<file path="src/rtl/minefield_board_engine.sv">
// ROWSxCOLS minefield cell memory with a sequential reveal engine; a lone hidden cell reveals in 12 cycles.
// Backpressure: reveal_rdy is low while a reveal runs, and port-1 writes are dropped during that time.
module minefield_board_engine #(
  parameter int    ROWS    = 5,
  parameter int    COLS    = 5,
  parameter int    CELL_W  = 32,
  parameter int    FLOOD   = 1,
  parameter int    QDEPTH  = ROWS*COLS,
  parameter string MEMFILE = "dataMem.mem",
  localparam int   N       = ROWS*COLS,
  localparam int   AW      = $clog2(N),
  localparam int   CW      = $clog2(N+1)
) (
  input  logic              clk,
  input  logic              rst_n,
  input  logic              wEn,
  input  logic [AW-1:0]     addr1,
  input  logic [CELL_W-1:0] dataIn,
  output logic [CELL_W-1:0] dataOut1,
  input  logic [AW-1:0]     addr2,
  output logic [CELL_W-1:0] dataOut2,
  input  logic              reveal_req,
  input  logic [AW-1:0]     reveal_id,
  output logic              reveal_rdy,
  output logic              reveal_done,
  output logic              mine_hit,
  output logic              q_overflow,
  output logic [CW-1:0]     safe_count
);
  localparam int QW  = (QDEPTH > 1) ? $clog2(QDEPTH) : 1;
  localparam int QCW = $clog2(QDEPTH+1);
  localparam logic [CELL_W-1:0] HIDDEN   = CELL_W'(9);
  localparam logic [CELL_W-1:0] MINE     = CELL_W'(10);
  localparam logic [CELL_W-1:0] MINE_HIT = CELL_W'(11);

  typedef enum logic [2:0] {S_IDLE, S_CHECK, S_SCAN, S_WRITE, S_POP, S_DONE} state_t;

  // Returns {on_board, index} of neighbour k (NW,N,NE,W,E,SW,S,SE) of cell c.
  function automatic logic [AW:0] nb_of(input logic [AW-1:0] c, input logic [2:0] k);
    int r, col, nr, nc;
    r   = int'(c) / COLS;
    col = int'(c) % COLS;
    nr  = r + ((k < 3'd3) ? -1 : (k > 3'd4) ? 1 : 0);
    nc  = col + ((k == 3'd0 || k == 3'd3 || k == 3'd5) ? -1 :
                 (k == 3'd1 || k == 3'd6) ? 0 : 1);
    if (nr >= 0 && nr < ROWS && nc >= 0 && nc < COLS) nb_of = {1'b1, AW'(nr*COLS + nc)};
    else                                              nb_of = '0;
  endfunction

  state_t            r_state, w_next;
  logic [CELL_W-1:0] r_mem [N];
  logic [AW-1:0]     r_q   [QDEPTH];
  logic [AW-1:0]     r_cur;
  logic [2:0]        r_k;
  logic [3:0]        r_cnt;
  logic [7:0]        r_mask;
  logic              r_hit, r_first, r_ovf;
  logic [CW-1:0]     r_safe;
  logic [QW-1:0]     r_qhead, r_qtail;
  logic [QCW-1:0]    r_qcnt;

  logic [CELL_W-1:0] w_cell, w_scan_val, w_mem_wd;
  logic [AW:0]       w_scan_nb, w_push_nb;
  logic [AW-1:0]     w_mem_wa;
  logic [2:0]        w_sel;
  logic              w_mem_we, w_push, w_pop, w_last_push, w_qfull;
  logic [QW-1:0]     w_qhead_nx, w_qtail_nx;

  assign w_cell      = r_mem[r_cur];
  assign w_scan_nb   = nb_of(r_cur, r_k);
  assign w_scan_val  = r_mem[w_scan_nb[AW-1:0]];
  assign w_push_nb   = nb_of(r_cur, w_sel);
  assign w_last_push = (r_mask & ~(8'b1 << w_sel)) == 8'b0;
  assign w_qfull     = (r_qcnt == QCW'(QDEPTH));
  assign w_qhead_nx  = (r_qhead == QW'(QDEPTH-1)) ? '0 : r_qhead + QW'(1);
  assign w_qtail_nx  = (r_qtail == QW'(QDEPTH-1)) ? '0 : r_qtail + QW'(1);

  // Lowest pending candidate first, so flood pushes follow scan order.
  always_comb begin
    w_sel = '0;
    for (int i = 7; i >= 0; i--) begin
      if (r_mask[i]) w_sel = 3'(i);
    end
  end

  always_comb begin
    w_next   = r_state;
    w_mem_we = 1'b0;
    w_mem_wa = r_cur;
    w_mem_wd = dataIn;
    w_push   = 1'b0;
    w_pop    = 1'b0;
    case (r_state)
      S_IDLE: begin
        if (wEn && int'(addr1) < N) begin
          w_mem_we = 1'b1;
          w_mem_wa = addr1;
        end
        if (reveal_req) w_next = S_CHECK;
      end
      S_CHECK: begin
        if (w_cell == MINE) begin
          w_mem_we = 1'b1;
          w_mem_wd = MINE_HIT;
          w_next   = S_DONE;
        end else if (w_cell == HIDDEN) begin
          w_next = S_SCAN;
        end else begin
          w_next = (FLOOD != 0) ? S_POP : S_DONE;
        end
      end
      S_SCAN: if (r_k == 3'd7) w_next = S_WRITE;
      S_WRITE: begin
        w_mem_we = r_first;
        w_mem_wd = CELL_W'(r_cnt);
        w_push   = (FLOOD != 0) && (r_cnt == 4'd0) && (r_mask != 8'd0) && w_push_nb[AW];
        w_next   = (w_push && !w_last_push) ? S_WRITE : S_POP;
      end
      S_POP: begin
        if (r_qcnt == '0) w_next = S_DONE;
        else begin
          w_pop  = 1'b1;
          w_next = S_CHECK;
        end
      end
      S_DONE:  w_next = S_IDLE;
      default: w_next = S_IDLE;
    endcase
  end

  // Board and queue storage are deliberately outside the reset domain.
  always_ff @(posedge clk) begin
    if (w_mem_we) r_mem[w_mem_wa] <= w_mem_wd;
    if (w_push && !w_qfull) r_q[r_qtail] <= w_push_nb[AW-1:0];
  end

  always_ff @(posedge clk or negedge rst_n) begin
    if (!rst_n) begin
      r_state <= S_IDLE;
      r_cur   <= '0;
      r_k     <= '0;
      r_cnt   <= '0;
      r_mask  <= '0;
      r_hit   <= 1'b0;
      r_first <= 1'b0;
      r_ovf   <= 1'b0;
      r_safe  <= '0;
      r_qhead <= '0;
      r_qtail <= '0;
      r_qcnt  <= '0;
    end else begin
      r_state <= w_next;
      case (r_state)
        S_IDLE: begin
          if (reveal_req) begin
            r_cur <= reveal_id;
            r_hit <= 1'b0;
          end
        end
        S_CHECK: begin
          r_cnt  <= '0;
          r_k    <= '0;
          r_mask <= '0;
          if (w_cell == MINE) r_hit <= 1'b1;
        end
        S_SCAN: begin
          r_k     <= r_k + 3'd1;
          r_first <= 1'b1;
          if (w_scan_nb[AW]) begin
            if (w_scan_val == MINE || w_scan_val == MINE_HIT) r_cnt <= r_cnt + 4'd1;
            if (FLOOD != 0 && w_scan_val == HIDDEN) r_mask[r_k] <= 1'b1;
          end
        end
        S_WRITE: begin
          r_first <= 1'b0;
          if (r_first && r_safe != CW'(N)) r_safe <= r_safe + CW'(1);
          if (w_push) begin
            r_mask[w_sel] <= 1'b0;
            if (w_qfull) r_ovf <= 1'b1;
            else begin
              r_qtail <= w_qtail_nx;
              r_qcnt  <= r_qcnt + QCW'(1);
            end
          end
        end
        S_POP: begin
          if (w_pop) begin
            r_cur   <= r_q[r_qhead];
            r_qhead <= w_qhead_nx;
            r_qcnt  <= r_qcnt - QCW'(1);
          end
        end
        default: ;
      endcase
    end
  end

  assign dataOut1    = (int'(addr1) < N) ? r_mem[addr1] : '0;
  assign dataOut2    = (int'(addr2) < N) ? r_mem[addr2] : '0;
  assign reveal_rdy  = (r_state == S_IDLE);
  assign reveal_done = (r_state == S_DONE);
  assign mine_hit    = (r_state == S_DONE) && r_hit;
  assign q_overflow  = r_ovf;
  assign safe_count  = r_safe;
endmodule

</file>
<file path="config.mk">
export PLATFORM = sky130hd
export DESIGN_NAME = minefield_board_engine
export DESIGN_NICKNAME = d
export VERILOG_FILES = /design/src/rtl/minefield_board_engine.sv
export SDC_FILE = /design/constraint.sdc
export NUM_CORES = 2
export LEC_CHECK = 0
export CORE_MARGIN = 1
export CORE_UTILIZATION = 45
export CTS_BUF_LIST = sky130_fd_sc_hd__clkbuf_4
export DETAILED_ROUTE_END_ITERATION = 10
export PLACE_DENSITY = 0.63
export SLEW_MARGIN = 40
export SYNTH_ARGS = -nofsm -noshare
export SYNTH_HDL_FRONTEND = slang
export SYNTH_SLANG_ARGS = --single-unit
</file>
<file path="constraint.sdc">
create_clock -name clk -period 9.7 [get_ports clk]
set_input_delay 2.425 -clock clk [delete_from_list [all_inputs] [get_ports clk]]
set_output_delay 2.425 -clock clk [all_outputs]
set_load 0.01 [all_outputs]
</file>
### Word level (Yosys, flattened, before mapping)

Memory sizes are Yosys's and may differ from the RTL's.
Index checks and enable logic that the tools add are counted.

* reductions and logical operators: 47
* divide/modulo/power cells: 2
* shift-type cells: 1
* $lt $le $gt $ge: 18
* multiplexer cells: 66
* bitwise operators: 6
* multipliers: 2
* equality and inequality tests: 32
* add/sub/neg operators: 13

Operators by type and width (number)
* 2-to-1 mux 32 bit: 7
* equality test 32 x 4 -> 1 bit (second input constant): 5
* adder 32 bit: 4
* greater-or-equal comparator 32 x 1 -> 1 bit (second input constant): 4
* less-than comparator 32 x 4 -> 1 bit (second input constant): 4
* multiplier 32 x 4 -> 5 bit (second input constant): 2
* case mux 32 bit (2 select lines): 1
* 2-to-1 mux 5 bit: 9
* 2-to-1 mux 3 bit: 14
* divider 6 x 4 -> 32 bit (second input constant): 1
* remainder unit 6 x 4 -> 32 bit (second input constant): 1
* 2-to-1 mux 8 bit: 3
* case mux 8 bit (3 select lines): 1
* equality test 3 bit (second input constant): 7
* adder 5 x 1 -> 5 bit (second input constant): 4
* case mux 5 bit (2 select lines): 2
* inequality test 2 bit (second input constant): 9
* 2-to-1 mux 1 bit: 17
* bitwise AND 8 bit: 2
* inverter 8 bit: 2
* equality test 5 bit (second input constant): 3
* logical AND 1 bit: 15
* case mux 3 bit (5 select lines): 1
* AND reduction 3 bit: 5
* other kinds (33): 64

* bits in registers: 46
* memories kept: 2
* bits in writable memories: 925

Memories
* r_mem: depth 25, width 32, rd ports 4, clocked after memory_dff 0, write ports 1, line 51 `logic [CELL_W-1:0] r_mem [N];`
* r_q: depth 25, width 5, rd ports 1, clocked after memory_dff 0, write ports 1, line 52 `logic [AW-1:0] r_q [QDEPTH];`

### Logic depth before layout (Yosys ltp)

* word-level depth: 22
* mapped depth: 39
* depth with buffers taken out: 35

### Worst setup path before layout

OpenSTA, ideal clock, no wires.

* path type: register to register
* from: register r_cur[2]
* to: register r_mask[1]
* slack: 1.853 ns
* arrival: 7.770 ns
* stages on the path, launching flop included: 32
* library setup time: 0.077 ns
* buffers on the path: 3
* cell sequence: dfrtp_1 -> nor2_2 -> inv_1 -> ha_1 -> buf_2 -> nand2b_1 -> o21a_2 -> buf_6 -> nor3_2 -> a21oi_1 -> ha_1 -> a221oi_2 -> nor3_1 -> nand2_1 -> mux2i_1 -> inv_1 -> fa_1 -> nand2b_1 -> a211oi_2 -> o221a_2 -> o32ai_1 -> nor4_2 -> nand4_1 -> or4b_1 -> a2111oi_2 -> and3_1 -> buf_4 -> mux2i_1 -> nor3_1 -> or3b_1 -> or4_1 -> o21ai_1

* cells in the longest elaborated chain, start to end: 11
* elaborated cells between the ends (all ways): 32
* those cells by class: add/sub (5); mul (1); div (2); order compare (8); eq/ne (4); mux (3); reduce/logical (8); memory (1)

RTL lines
* start: declaration: line 53 `logic [AW-1:0] r_cur;`
* start signal: assignment: line 156 `r_cur <= reveal_id;`
* start signal: assignment: line 188 `r_cur <= r_q[r_qhead];`
* parallel branches: the longest is 10 deep, another holds divider 6 x 4 -> 32 bit
* AND reduction 4 bit (no source line) *
* end signal: assignment: line 163 `r_mask <= '0;`
* end signal: indexed assignment: line 171 `if (FLOOD != 0 && w_scan_val == HIDDEN) r_mask[r_k] <= 1'b1;`
* end signal: indexed assignment: line 178 `r_mask[w_sel] <= 1'b0;`
* end: declaration: line 56 `logic [7:0] r_mask;`

Every way passes the cells marked *.
A chain may end at the register's enable or synchronous reset.

### Worst setup path after layout

* from: register r_cur[2]
* to: register r_mask[7]

Same word-level chain as after synthesis.

==> results by group <==
Run status
  – Status: complete, but fails checks
  – Failing checks: design-rule violations

Yosys
  – Ys Warns: 0
  – Asr flop ratio synth: 4.74%
  – Synth top area share: 49.4%
  – Post-Syn Instances: 4047
  – Synthesized area per cell: 13.9 sq um
  – EDFF count, synth: 925
  – Top cells by count, synth: edfxtp_1 (925), mux4_2 (506), nor2_1 (310), nand2_1 (263), o21ai_0 (200)
  – Register area share after synthesis: 51.4%
  – Top_reg_cell synth: edfxtp_1
  – Cell accounting for the most synthesized area: edfxtp_1
  – Synthesized area: 56300 sq um
  – Most frequent cell after synthesis: edfxtp_1
  – Synthesized Nets: 4229
  – FF+latch count, synth: 971
  – Ranking of synthesized cells by area: edfxtp_1 (49%), mux4_2 (20%), mux2i_1 (3.1%), ha_1 (2.7%), nor2_1 (2.1%)
  – Unique cell type count in the Yosys netlist: 110

Place
  – I/O Buffers: 123
  – RD Place Congestion: 1.04
  – Pre-CTS WS: 0.571 ns
  – Placed cell area: 60400 sq um
  – Placed cells: 5696
  – Final HPWL DP: 149000 microns

Setup path
  – Crit-path max FO: 33
  – Slowest-stage cell, CP: fa_1
  – Startpoint class of the critical path: register
  – FF-to-FF setup slack: 0.55 ns
  – R2r worst-path depth: 30
  – Worst endpoint data arrival time: 10.23 ns
  – CP Capture Point: r_mask[7]
  – Crit. End Element: register
  – CP required: 10.78 ns
  – Critical Path Max Stage Delay: 0.52 ns
  – Critical path origin: r_cur[2]
  – Reg2reg start: r_cur[2]
  – WS Path Type: register to register
  – Worst R2R End: r_mask[7]

Hold path
  – Worst Hold Class: register to register

Cells and area
  – Fin util: 51.5%
  – Post-route cell area: 63700 sq um
  – Total Nets Final: 4520
  – Fin cells: 6155
  – Reg area: 28900 sq um
  – P&R area growth vs syn: 13.2%
  – Share of cells above drive strength 1: 27.3%
  – Multi-input gate area: 26700 sq um
  – Filler Cell Count: 10400

Global routing
  – GR Util met3: 9.90%
  – Grt ovf: 0
  – Largest net degree at the start of global routing: 79
  – Initial antenna violation count: 8
  – First-pass GRT wire length: 294000 microns
  – Vias in the first global route: 40700
  – M2 GR Usage: 47.2%
  – Global Route Usage Sum: 32.6%
  – Layer with the highest usage: met2
  – GR Util met1: 45.0%

Clocking
  – Post-CTS Setup Bufs: 0
  – CTS Buf Count: 275
  – CTS sink count: 971
  – Resized cells post-CTS: 0
  – Root Driver: clkbuf_4
  – Clk Latency, worst-skew pair: 1.29 ns
  – CTS Hold Bufs: 0
  – Max Buffers Root-to-Sink: 4
  – TritonCTS clock tree: yes
  – Worst-path clk slew: 0.07 ns
  – H-tree levels: 5

Die
  – Core Region: 124000 sq um
  – Die span in y: 356 microns
  – FP Rows: 129
  – Initial cell density of the core: 45.4%
  – Top Ports: 124
  – Die W: 356 microns
  – DIE AREA: 126000 sq um

Timing
  – Worst-margin pin slew: 0.991 ns
  – RSZ-0062 raised after global routing: true
  – Final hold violations: 0
  – Clock Skews: 0.161 ns
  – Crit share post-route: 94.4%
  – Tmin final: 9.15 ns
  – Worst setup margin: 0.547 ns
  – Final setup viols: 0
  – Pins Over Slew Limit: 0
  – Max Freq: 109 MHz
  – Slew headroom: 33.4%

Route
  – DRT iter0 DRCs: 6359
  – Wirelength per Cell: 33.7 microns
  – Drt drc: 32
  – Via density: 6.88
  – Final ANT Viol Nets: 0
  – DR vias: 42300
  – Pre-antenna DRT Iters: 9
  – Routed wire length: 207000 microns

Flow run
  – Max-cap violation count: 0
-- registers in the layout (all words and copies together) (netlist names) --
register    count
r_q           125
r_qhead         5
r_qtail         5
q_overflow      1
r_hit           1
r_qcnt          5
r_k             3
r_first         1
safe_count      5
r_cur           5
r_cnt           4
r_state         3
r_mask          8
r_mem         800
-- kinds of logic after synthesis --
logic type | Yosys count | share of synthesized area, %
adders and majority gates | 131 | 3.03
AOI/OAI and AO/OA | 706 | 8.42
and+or+nand+nor | 1170 | 10.5
DFF | 971 | 51.4
xor gates and xnor gates | 51 | 0.807
muxes | 691 | 23.6
buffers and inverters | 327 | 2.25
-- stage by stage --
step	hold slack (ns)	setup TNS [ns]
floorplan	0.439	0
global placement	0.453	0
detailed placement	0.458	0
CTS	0.476	0
global route	0.493	-0.0728
finish	0.479	0
-- cell usage in the layout (no fill, tap or decap), drive strengths merged, types with 47 or more instances in the layout --
master | netlist | final
mux2i | 175 | 175
a21oi | 140 | 140
inv | 86 | 94
edfxtp | 925 | 925
nor3 | 85 | 85
nor2 | 313 | 313
nand3 | 69 | 69
o21ai | 208 | 208
clkinv | 1 | 68
nand4 | 47 | 47
mux4 | 506 | 506
buf | 79 | 139
nor4 | 132 | 132
clkbuf | 161 | 378
clkdlybuf4s50 | 0 | 112
ha | 122 | 122
nand2 | 265 | 265
-- worst max-delay path, delay by kind of cell (launching register included) --
kind,cells,cell delay (ns)
muxes,1,0.45
DFF,1,0.46
adders and majority gates,5,1.98
xor gates and xnor gates,1,0.29
and+or+nand+nor,9,2.24
AOI/OAI and AO/OA,11,3.01
buffers and inverters,3,0.54
-- metal layers --
layer  up-vias  share of wire [%]  wire (microns)
li1      17300                  -               -
met1     21400                 39           80100
met2      3073                 44           90300
met3       500                 13           27000
met4        10                4.7            9750
met5         -              0.032              67
-- worst min-delay path by stage --
stage,startpoint,endpoint,slack (ns),cells after the start
finish,r_first,r_first,0.48,2
global route,r_first,r_first,0.49,2
CTS,r_first,r_first,0.48,2
global placement,r_first,r_first,0.45,2
detailed placement,r_first,r_first,0.46,2
floorplan,r_first,r_first,0.44,2
-- layout make-up --
type / instances / share of cell area [%]
Clock inverter: 79 / 0.658
Clock buffer: 375 / 4.42
Timing Repair Buffer: 254 / 3.90
Antenna cell: 3 / 0.0118
Inverter: 87 / 0.520
Tap cell: 1637 / 3.21
Sequential cell: 971 / 45.4
Multi-Input combinational cell: 2749 / 41.9
Power is left out: the tool's default activity adds up to more than one toggle a clock period on the data nets, which glitch-free logic cannot reach.
